`src/rtl/flash_page_stepper.sv`:
```
// Button-driven flash page address stepper with request/ack handoff.
// Optional auto-repeat on held buttons: define FLASH_STEP_AUTO_REPEAT_EN.
module flash_page_stepper #(
  parameter int ADDR_W               = 24,
  parameter int PAGE_BYTES           = 32,
  parameter int DEBOUNCE_CYCLES      = 270000,
  parameter int REPEAT_DELAY_CYCLES  = 13500000,
  parameter int REPEAT_PERIOD_CYCLES = 2700000
) (
  input  logic              i_clk,
  input  logic              i_rst,
  input  logic              i_btn1,
  input  logic              i_btn2,
  input  logic              i_ack,
  output logic              o_req,
  output logic [ADDR_W-1:0] o_addr,
  output logic              o_busy
);

  typedef enum logic {
    IDLE,
    REQ
  } state_t;

  localparam int DW = $clog2(DEBOUNCE_CYCLES + 1);
  localparam logic [DW-1:0] DB_LAST = DW'(DEBOUNCE_CYCLES - 1);
  localparam logic [ADDR_W-1:0] PAGE = ADDR_W'(PAGE_BYTES);

  logic [1:0]    sync_a;
  logic [1:0]    sync_b;
  logic [1:0]    lvl;
  logic [DW-1:0] db_cnt [2];
  logic [1:0]    press;
  logic [1:0]    ev;

  state_t            state;
  logic              pend;
  logic [ADDR_W-1:0] nxt;
  logic              step;
  logic              launch;
  logic [ADDR_W-1:0] nxt_step;

  // Index 0 steps forward, index 1 steps backward.
  always_ff @(posedge i_clk) begin
    if (i_rst) begin
      sync_a <= 2'b11;
      sync_b <= 2'b11;
      lvl    <= 2'b11;
      for (int b = 0; b < 2; b++) db_cnt[b] <= '0;
    end else begin
      sync_a <= {i_btn2, i_btn1};
      sync_b <= sync_a;
      for (int b = 0; b < 2; b++) begin
        if (sync_b[b] == lvl[b]) begin
          db_cnt[b] <= '0;
        end else if (db_cnt[b] == DB_LAST) begin
          lvl[b]    <= sync_b[b];
          db_cnt[b] <= '0;
        end else begin
          db_cnt[b] <= db_cnt[b] + 1'b1;
        end
      end
    end
  end

  always_comb begin
    press = '0;
    for (int b = 0; b < 2; b++)
      press[b] = lvl[b] & ~sync_b[b] & (db_cnt[b] == DB_LAST);
  end

`ifdef FLASH_STEP_AUTO_REPEAT_EN
  localparam int RW = $clog2(REPEAT_DELAY_CYCLES + 1);
  localparam logic [RW-1:0] RPT_LAST = RW'(REPEAT_DELAY_CYCLES - 1);
  localparam logic [RW-1:0] RPT_RELOAD =
    RW'(REPEAT_DELAY_CYCLES - REPEAT_PERIOD_CYCLES);

  logic [RW-1:0] rpt_cnt [2];
  logic [1:0]    rpt_fire;

  always_comb begin
    rpt_fire = '0;
    for (int b = 0; b < 2; b++)
      rpt_fire[b] = ~lvl[b] & (rpt_cnt[b] == RPT_LAST);
  end

  // Counter starts the cycle after the press event; reload spaces repeats.
  always_ff @(posedge i_clk) begin
    if (i_rst) begin
      for (int b = 0; b < 2; b++) rpt_cnt[b] <= '0;
    end else begin
      for (int b = 0; b < 2; b++) begin
        if (lvl[b])
          rpt_cnt[b] <= '0;
        else if (rpt_fire[b])
          rpt_cnt[b] <= RPT_RELOAD;
        else
          rpt_cnt[b] <= rpt_cnt[b] + 1'b1;
      end
    end
  end

  assign ev = press | rpt_fire;
`else
  logic unused_rpt;
  assign unused_rpt = ^{REPEAT_DELAY_CYCLES, REPEAT_PERIOD_CYCLES};
  assign ev = press;
`endif

  assign step     = ev[0] ^ ev[1];
  assign nxt_step = ev[0] ? nxt + PAGE : nxt - PAGE;
  assign launch   = (state == IDLE) & pend;

  always_ff @(posedge i_clk) begin
    if (i_rst) begin
      state  <= IDLE;
      o_req  <= 1'b0;
      o_addr <= '0;
      nxt    <= '0;
      pend   <= 1'b1;
    end else begin
      if (step) nxt <= nxt_step;
      pend <= step | (pend & ~launch);
      unique case (state)
        IDLE: begin
          if (pend) begin
            o_addr <= nxt;
            o_req  <= 1'b1;
            state  <= REQ;
          end
        end
        REQ: begin
          if (i_ack) begin
            o_req <= 1'b0;
            state <= IDLE;
          end
        end
      endcase
    end
  end

  assign o_busy = o_req | pend;

endmodule
```
`config.mk`:
```
export PLATFORM = sky130hd
export DESIGN_NAME = flash_page_stepper
export DESIGN_NICKNAME = d
export VERILOG_FILES = /design/src/rtl/flash_page_stepper.sv
export SDC_FILE = /design/constraint.sdc
export NUM_CORES = 1
export LEC_CHECK = 0
export BUFFER_PORTS_ARGS = -buffer_cell sky130_fd_sc_hd__buf_2
export CORE_ASPECT_RATIO = 1.2
export CORE_MARGIN = 2
export CORE_UTILIZATION = 52
export CTS_CLUSTER_DIAMETER = 50
export DETAILED_ROUTE_END_ITERATION = 16
export PLACE_DENSITY = 0.68
export SLEW_MARGIN = 15
export SYNTH_ARGS = -nofsm -noshare
export SYNTH_HDL_FRONTEND = slang
export SYNTH_SLANG_ARGS = --single-unit
```
`constraint.sdc`:
```
create_clock -name i_clk -period 7.05 [get_ports i_clk]
set_clock_uncertainty 0.1 [all_clocks]
set_input_delay 2.115 -clock i_clk [delete_from_list [all_inputs] [get_ports i_clk]]
set_output_delay 2.115 -clock i_clk [all_outputs]
set_load 0.005 [all_outputs]
```
---- Yosys cells after proc, flatten, opt, wreduce, memory -nomap -nowiden ----
Memory sizes are Yosys's and may differ from the RTL's.
Cells that the tools add are included.
cells by class
  add/subtract/negate cells ............... 4
  equality and inequality tests ........... 6
  muxes and demuxes ....................... 37
  bitwise operators ....................... 21
  reduce and logical (&&, ||, !) cells .... 4
operators with widths
  kind                     count
  $mux W19                 6
  $add A19 B1 Y19 const B  2
  $eq A19 B19 Y1 const B   2
  $mux W1                  28
  $add A24 B6 Y24 const B  1
  $mux W24                 1
  $sub A24 B6 Y24 const B  1
  $or A1 B1 Y1             8
  $reduce_and A2 Y1        4
  $and A1 B1 Y1            6
  $not A1 Y1               6
  $ne A2 B2 Y1 const B     2
  $pmux W1 S2              2
  $eq A1 B1 Y1             2
  $xor A1 B1 Y1            1
word-level totals
  flip-flop bits (word level) ............. 57
  bits in writable memories ............... 38
  input port bits ......................... 5
  memories ................................ 1
memory list
  memory  depth  bits a word  read ports  clocked after memory_dff  wr ports  line  text
  db_cnt  2      19           2           0                         2         32    logic [DW-1:0] db_cnt [2];

---- Depth between registers and ports, before layout ----
Gate-level depths: netlist of run 1.
An unclocked memory read counts as a cell.
  word-level depth ........................ 8
  mapped depth ............................ 12
  mapped depth without buffers ............ 12

---- Worst setup path after synthesis of run 1 ----
OpenSTA, ideal clock, no wires.
  path type ............................... register to register
  from .................................... mem db_cnt[0][8] (netlist bit)
  to ...................................... reg nxt[23]
  setup time .............................. 0.121 ns
  arrival ................................. 3.782 ns
  path slack .............................. 3.047 ns
  stages on the path, launching flop included .. 12
  path buffers ............................ 0
  period minus slack after synthesis ...... 4.003 ns
  path through ............................ edfxtp_1 or4_1 nor4_1 nand2_1 fa_1 a211oi_1 o211ai_1 a21oi_1 o21ai_0 a211o_1 nand4_1 mux2_2
RTL lines
  item                    line  text
  start: declaration      32
  end signal: assignment  122   if (step) nxt <= nxt_step;
  end: declaration        38    logic [ADDR_W-1:0] nxt;

==> impl_metrics.yaml, run 1 <==
finish:
  antenna_cells: 0
  layout.nets: 596
  final_util: 0.5987
  final_common_cell: "nand2_1"
  area_delta_synth_final_pct: 11.97
  drive_gt1_frac: 0.09582
  final_cell_mix: "nand2_1, nor2_1, a21oi_1"
die:
  row_count: 37
  die_w_um: 89.67
  die_area_mm2: 0.009576
  ios: 31
  coreArea_mm2: 0.008564
  initial_core_util: 0.5347
  die_y_um: 106.8
power:
  leakage_nw: 2.005
  peakVddDrop_mv: 0.1044
  power.density_mw_per_mm2: 180.6
  total_power_w: 0.0009259
logic_synthesis:
  ys_warn_count: 0
  async_reset_ff_frac: 0
  syn_inst: 508
  seq_area_frac_synth: 0.4546
  synth_cell_types: 52
  synth_edf_count: 38
  avgSynthCellArea_um2: 9.015
  post_synth_instance_area_mm2: 0.004579
  ys_seq_elements: 85
  synth_top_flop_cell: "dfxtp_1"
timing:
  setup_violations: 0
  fmax_ghz: 0.2171
  rsz0062_at_grt: "false"
  fin_setup_tns_ps: 0
  min_period_ps: 4606
  hold_violations: 0
  setup_slack_ps: 2444
  hold_ws_ps: 315.3
  drv_slew: 0
  worstMarginPinSlew_ps: 958.7
  finalCritPeriodShare: 0.6533
  slew_headroom: 0.3609
drt:
  num_vias: 3588
  route.met3.wl_um: 229
  antenna_left: 0
  wire_per_inst_um: 12.44
  drc: 0
  dr.pass1.iters: 4
  wl_met2_um: 4080
  wl_um: 8595
  vias_per_cell: 5.192
  drt-met1-wl_um: 4095
  drt_iter0_markers: 167
  maxUsedRoutingLayer: "met4"
worst_hold_path:
  holdCritPathClass: "register to register"
  hold_depth: 1
setup_path:
  regToRegSetupSlack_ps: 2440
  crit_path_end_kind: "register"
  crit_start: "db_cnt[0][8]$_SDFFCE_PN0P_"
  required_ps: 7200
  rr_startpoint: "db_cnt[0][8]$_SDFFCE_PN0P_"
  endpoint: "nxt[21]$_SDFFE_PP0P_"
  crit_type: "register to register"
  crit_arrival_ps: 4750
  start_kind: "register"
  rr_endpoint: "nxt[21]$_SDFFE_PP0P_"
  crit_fanout: 21
  reg2reg_depth: 11
clocking:
  clock_latency_ps: 360
  post_cts_buffers: 0
  htree_levels: 3
  hold_buffers: 0
  cts_tree: "yes"
  cts_sinks: 85
  numCtsBuffers: 9
  clockRootBuffer: "clkbuf_8"
  cts_max_path_buffers: 2
  ctsResizeCount: 0
  clk_pin_slew_ps: 80
global_route:
  overflow: 0
  grt_max_degree: 53
  grt_usage: 0.1924
  grt_antenna_before_repair: 0
  grt_pass1_vias: 3294
  grt_pass1_wl_um: 14500
placed_design:
  gp_congestion: 0.8220
  pre_cts_slack_ps: 2442
  dpl.hpwl_um: 6204
  io_buffers: 25
run_status:
  status: "completed"
flow_run:
  cap_violations: 0
-- worst min path at each step --
stage	start	end	slack [ps]
floorplan	sync_a[0]$_SDFF_PP1_	sync_b[0]$_SDFF_PP1_	290
global placement	sync_a[1]$_SDFF_PP1_	sync_b[1]$_SDFF_PP1_	300
detailed placement	sync_a[1]$_SDFF_PP1_	sync_b[1]$_SDFF_PP1_	300
CTS	sync_a[1]$_SDFF_PP1_	sync_b[1]$_SDFF_PP1_	320
global route	sync_a[1]$_SDFF_PP1_	sync_b[1]$_SDFF_PP1_	330
finish	sync_a[1]$_SDFF_PP1_	sync_b[1]$_SDFF_PP1_	320
-- stage by stage --
| stage | instances | cell area (um2) |
|---|---|---|
| after detailed placement | 675 | 4926 |
| final | 691 | 5127 |
| after CTS | 691 | 5127 |
| after global routing | 691 | 5127 |
| after floorplan | 549 | 4733 |
| after global placement | 675 | 4926 |
-- area by class of cell --
cell class	count	area, um2
well taps	117	146.4
fillers	767	3437
clock inverters	4	45.04
clock buffers	12	156.4
inverters	12	45.04
multi-input cells	434	2512
flip-flops and latches	85	2082
repair buffers	27	140.1
-- power breakdown --
group	total (W)	leakage (nW)	internal (W)	switching [W]
sequential	0.000538	0.773	0.000526	0.0000117
combinational	0.0000383	1.13	0.0000123	0.0000260
clock	0.000350	0.105	0.000184	0.000166
-- cells in the mapped netlist, types with 2 or more instances --
cell type / instances / area [um2]
a21oi_1: 52 / 260.3
nor4_1: 4 / 25.02
nand3_1: 16 / 80.08
a211oi_1: 5 / 37.54
nand4_1: 13 / 81.33
or3_1: 6 / 37.54
ha_1: 21 / 262.8
o22ai_1: 2 / 12.51
nand2_1: 86 / 322.8
buf_4: 5 / 37.54
nor3_1: 5 / 25.02
a221oi_1: 3 / 26.28
o21bai_1: 2 / 15.01
o311ai_0: 2 / 17.52
and3_1: 7 / 43.79
xor2_1: 24 / 210.2
a21o_1: 5 / 37.54
inv_1: 12 / 45.04
nor4b_1: 3 / 26.28
conb_1: 2 / 7.510
nor2b_1: 6 / 37.54
mux2i_1: 2 / 20.02
clkbuf_1: 11 / 41.29
or2_2: 6 / 37.54
nand2b_1: 7 / 43.79
o21ai_0: 15 / 75.07
xnor2_1: 20 / 175.2
o211ai_1: 2 / 15.01
edfxtp_1: 38 / 1141
nor2_1: 57 / 214.0
a211o_1: 2 / 17.52
dfxtp_1: 47 / 940.9
-- layer usage --
metal / GRT usage / up-vias
li1: - / 1874
met1: 0.2453 / 1652
met2: 0.3125 / 50
met3: 0.03079 / 12
met4: 0.09275 / 0
met5: 0 / -
-- kinds of logic (layout without fill, tap and decap cells) --
logic type / Yosys count / after routing / share of synthesized area
other: 2 / 43 / 0.001640
buffers and inverters: 30 / 55 / 0.03033
and+or+nand+nor: 225 / 225 / 0.2322
adders and majority gates: 22 / 22 / 0.06175
xor gates and xnor gates: 45 / 45 / 0.08771
AOI/OAI and AO/OA: 96 / 96 / 0.1249
DFF: 85 / 85 / 0.4546
muxes: 3 / 3 / 0.006831
-- sequential cells by signal (all words and copies together) (netlist names), 2 cells and up --
register,flops
db_cnt,38
lvl,2
nxt,19
o_addr,19
sync_a,2
sync_b,2
-- worst max-delay path, stage by stage, from the launching register on --
cell,delay [ps]
edfxtp_1,460
or4_1,540
nor4_1,280
nand2_1,550
fa_1,670
a211oi_1,420
o211ai_1,190
a21oi_1,250
o21ai_0,260
a211oi_1,390
nor2_1,100
a211o_1,270
Note: power is estimated with default switching activity, not from simulation.
==> run 2: changes to the inputs <==
- clock period: 7.05 -> 4.6 ns (I/O delays scaled with it)
==> run 2 against run 1 <==
  * Sequential cell count unchanged
  * Critical endpoint is now nxt[23]$_SDFFE_PP0P_
  * Combinational power increased by 55%
  * Die area unchanged
  * Setup slack got worse by 2100 ps
  * Clock-buffer cell count increased by 3
  * Clock power increased by 55%
  * Worst hold slack got worse by 1.6 ps
  * Sequential power increased by 53%
  * Critical path depth unchanged
  * Via count increased by 1.8%
  * First-iteration DRC count decreased by 27%
==> impl_metrics.yaml, run 2 (synthesis results as in run 1) <==
clocking:
  ctsResizeCount: 0
  clockRootBuffer: "clkbuf_8"
  cts_sinks: 85
  clk_pin_slew_ps: 80
  post_cts_buffers: 0
  clock_latency_ps: 360
  htree_levels: 3
  hold_buffers: 0
  cts_tree: "yes"
  cts_max_path_buffers: 2
  numCtsBuffers: 9
setup_path:
  rr_startpoint: "db_cnt[0][8]$_SDFFCE_PN0P_"
  reg2reg_depth: 11
  crit_start: "db_cnt[0][8]$_SDFFCE_PN0P_"
  crit_type: "register to register"
  regToRegSetupSlack_ps: 340
  crit_path_end_kind: "register"
  start_kind: "register"
  crit_arrival_ps: 4410
  required_ps: 4750
  crit_fanout: 9
  rr_endpoint: "nxt[23]$_SDFFE_PP0P_"
drt:
  num_vias: 3651
  drc: 0
  dr.pass1.iters: 4
  wire_per_inst_um: 12.97
  antenna_left: 0
  vias_per_cell: 5.261
  wl_um: 9003
  drt_iter0_markers: 122
placed_design:
  io_buffers: 25
  gp_congestion: 0.8520
  dpl.hpwl_um: 6560
finish:
  layout.nets: 599
  largest_reg_flops: 38
  final_cell_mix: "nand2_1, nor2_1, a21oi_1"
  antenna_cells: 0
  drive_gt1_frac: 0.09705
  final_common_cell: "nand2_1"
  final_util: 0.6007
  regMostFlops: "db_cnt"
  top_regs: "db_cnt (38), nxt (19), o_addr (19)"
  area_delta_synth_final_pct: 12.35
die:
  die_w_um: 89.67
  row_count: 37
  die_area_mm2: 0.009576
  coreArea_mm2: 0.008564
  die_y_um: 106.8
  initial_core_util: 0.5347
  ios: 31
flow_run:
  cap_violations: 0
timing:
  rsz0062_at_grt: "false"
  fin_setup_tns_ps: 0
  slew_headroom: 0.4055
  finalCritPeriodShare: 0.9251
  fmax_ghz: 0.2350
  min_period_ps: 4255
  drv_slew: 0
  hold_violations: 0
  worstMarginPinSlew_ps: 891.0
  setup_violations: 0
  hold_ws_ps: 313.7
global_route:
  grt_max_degree: 49
  grt_pass1_wl_um: 15420
  overflow: 0
  grt_antenna_before_repair: 0
  grt_usage: 0.2056
  grt_pass1_vias: 3585
worst_hold_path:
  min_to: "sync_b[0]$_SDFF_PP1_"
  hold_depth: 1
  min_from: "sync_a[0]$_SDFF_PP1_"
  holdCritPathClass: "register to register"
power:
  peakVddDrop_mv: 0.1356
  power.density_mw_per_mm2: 276.7
  total_power_w: 0.001424
  leakage_nw: 2.011
run_status:
  status: "completed"
==> run 2: worst max path at each step <==
stage          slack, ps                    to
6_report             340  nxt[23]$_SDFFE_PP0P_
5_1_grt              120  nxt[23]$_SDFFE_PP0P_
4_1_cts              370  nxt[23]$_SDFFE_PP0P_
3_5_place_dp         390  nxt[23]$_SDFFE_PP0P_
3_3_place_gp         500  nxt[23]$_SDFFE_PP0P_
2_1_floorplan        600  nxt[23]$_SDFFE_PP0P_
==> run 2: area by class of cell <==
class / instances / area [um2]
Fill cell: 782 / 3420
Multi-Input combinational cell: 434 / 2512
Sequential cell: 85 / 2082
Clock buffer: 15 / 166.4
Timing Repair Buffer: 30 / 162.7
Tap cell: 117 / 146.4
Inverter: 12 / 45.04
Clock inverter: 1 / 30.03
==> run 2: report_power, final <==
group | switching, W | internal (W) | leakage [nW] | total (W)
clock | 0.000259 | 0.000282 | 0.0979 | 0.000541
combinational | 0.0000399 | 0.0000194 | 1.14 | 0.0000592
sequential | 0.0000176 | 0.000806 | 0.773 | 0.000823
total | 0.000316 | 0.00111 | 2.01 | 0.00142
==> run 2: critical path, cell delays in order (launching register included) <==
cell	delay (ps)
edfxtp_1	450
or4_1	550
nor4_1	300
nand2_1	310
fa_1	530
a211oi_1	460
o211ai_1	200
a21oi_1	250
o21ai_0	250
a211o_1	350
nand4_1	70
mux2_2	330
==> run 2: per-layer routing <==
metal	wire, um	GRT usage
met5	0	0
met1	4054	0.2409
met3	235	0.03156
met2	4497	0.3508
met4	214	0.1119
==> run 2: metrics by stage <==
step           cell area, um2  worst slack, ps  std cells
4_1_cts                  5145            371.2        694
6_report                 5145            344.6        694
5_1_grt                  5145            116.5        694
3_5_place_dp             4949            392.0        678
2_1_floorplan            4733            597.0        549
3_3_place_gp             4949            499.4        678
==> run 3: changes to the inputs <==
- REMOVE_ABC_BUFFERS: not set -> 1
==> run 3 against run 2 <==
  * Sequential cell count did not move
  * Non-clock buffer count did not move
  * Via count fell by 1.1%
  * Routed wire length fell by 5.0%
  * Critical path depth rose by 1
  * Largest power group unchanged
  * Sequential share of layout area fell by 0.17 points
  * Clock-buffer cell count did not move
==> impl_metrics.yaml, run 3 (synthesis results as in run 1) <==
run_status:
  status: "completed"
timing:
  slew_headroom: 0.3791
  drv_slew: 0
  hold_violations: 0
  fmax_ghz: 0.2435
  rsz0062_at_grt: "false"
  setup_violations: 0
  finalCritPeriodShare: 0.8929
  worstMarginPinSlew_ps: 930.6
  min_period_ps: 4107
  fin_setup_tns_ps: 0
drt:
  drc: 0
  drt_iter0_markers: 144
  wl_um: 8556
  wire_per_inst_um: 12.33
  dr.pass1.iters: 4
  antenna_left: 0
  vias_per_cell: 5.203
  num_vias: 3611
global_route:
  grt.busiest_layer: "met2"
  grtUsageMet2: 0.3204
  grt_usage: 0.1974
  overflow: 0
  grt_pass1_wl_um: 14990
  grt_antenna_before_repair: 0
  grt_max_degree: 29
  grtUsageMet1: 0.2507
  grt_pass1_vias: 3493
  use_met3: 0.03926
power:
  peakVddDrop_mv: 0.1801
  power.density_mw_per_mm2: 279.8
  leakage_nw: 2.022
clocking:
  post_cts_buffers: 0
  cts_sinks: 85
  cts_tree: "yes"
  hold_buffers: 0
  htree_levels: 3
  numCtsBuffers: 9
  cts_max_path_buffers: 2
  clk_pin_slew_ps: 80
  clockRootBuffer: "clkbuf_8"
  ctsResizeCount: 0
  clock_latency_ps: 360
setup_path:
  required_ps: 4760
  rr_startpoint: "db_cnt[0][8]$_SDFFCE_PN0P_"
  regToRegSetupSlack_ps: 490
  crit_fanout: 21
  crit_arrival_ps: 4260
  reg2reg_depth: 12
  start_kind: "register"
  crit_type: "register to register"
  crit_path_end_kind: "register"
  rr_endpoint: "nxt[21]$_SDFFE_PP0P_"
die:
  die_w_um: 89.67
  coreArea_mm2: 0.008564
  ios: 31
  row_count: 37
  die_y_um: 106.8
  die_area_mm2: 0.009576
  initial_core_util: 0.5347
placed_design:
  dpl.hpwl_um: 6071
  gp_congestion: 0.8587
  place_inst: 678
  io_buffers: 25
finish:
  fin_cells: 694
  top_regs: "db_cnt (38), nxt (19), o_addr (19)"
  final_common_cell: "nand2_1"
  antenna_cells: 0
  regMostFlops: "db_cnt"
  layout.nets: 599
  largest_reg_flops: 38
  area_delta_synth_final_pct: 12.81
  final_cell_mix: "nand2_1, nor2_1, a21oi_1"
  drive_gt1_frac: 0.1023
worst_hold_path:
  min_to: "sync_b[1]$_SDFF_PP1_"
  min_from: "sync_a[1]$_SDFF_PP1_"
  holdCritPathClass: "register to register"
  hold_depth: 1
flow_run:
  cap_violations: 0
==> run 3: worst max-delay path by stage <==
stage,from,endpoint
final,db_cnt[0][8]$_SDFFCE_PN0P_,nxt[21]$_SDFFE_PP0P_
after global routing,db_cnt[0][8]$_SDFFCE_PN0P_,nxt[21]$_SDFFE_PP0P_
after CTS,db_cnt[0][8]$_SDFFCE_PN0P_,nxt[21]$_SDFFE_PP0P_
after detailed placement,db_cnt[0][8]$_SDFFCE_PN0P_,nxt[21]$_SDFFE_PP0P_
after global placement,db_cnt[0][8]$_SDFFCE_PN0P_,nxt[23]$_SDFFE_PP0P_
after floorplan,db_cnt[0][8]$_SDFFCE_PN0P_,nxt[23]$_SDFFE_PP0P_
==> run 3: metrics by stage <==
stage / power (W) / utilization / instance area [um2] / setup WS (ps) / hold WS [ps]
floorplan: 0.0008746 / - / 4639 / 597.0 / 289.5
global route: 0.001508 / 0.6032 / 5166 / 193.3 / 329.1
finish: 0.001446 / 0.6032 / 5166 / 492.8 / 317.9
CTS: 0.001460 / 0.6032 / 5166 / 487.1 / 321.5
global placement: 0.0008979 / 0.5778 / 4949 / 557.0 / 296.2
detailed placement: 0.0009005 / 0.5778 / 4949 / 513.3 / 302.3
==> run 3: worst max-delay path, stage by stage, from the launching register on <==
cell and delay (ps):
edfxtp_1 470, or4_1 560, nor4_1 290, nand2_1 80
buf_4 230, fa_1 450, a211oi_1 400, o211ai_1 180
a21oi_1 220, o21ai_0 240, a211oi_1 420, nor2_1 90
a211o_1 260
==> run 3: report_power, final <==
group,internal [W],switching (W)
clock,0.000295,0.000267
combinational,0.0000193,0.0000404
sequential,0.000806,0.0000180
==> run 3: final cells by class <==
type                            instances  area [um2]
Fill cell                             786        3398
Multi-Input combinational cell        434        2512
Sequential cell                        85        2082
Clock buffer                           15       210.2
Timing Repair Buffer                   30       162.7
Tap cell                              117       146.4
Inverter                               12       45.04
Clock inverter                          1       7.507
==> run 3: routing by layer <==
layer  wire length [um]  vias to the layer above
li1                   -                     1863
met1               4124                     1683
met2               4031                       52
met3                255                       13
met4                144                        0
met5                  0                        -
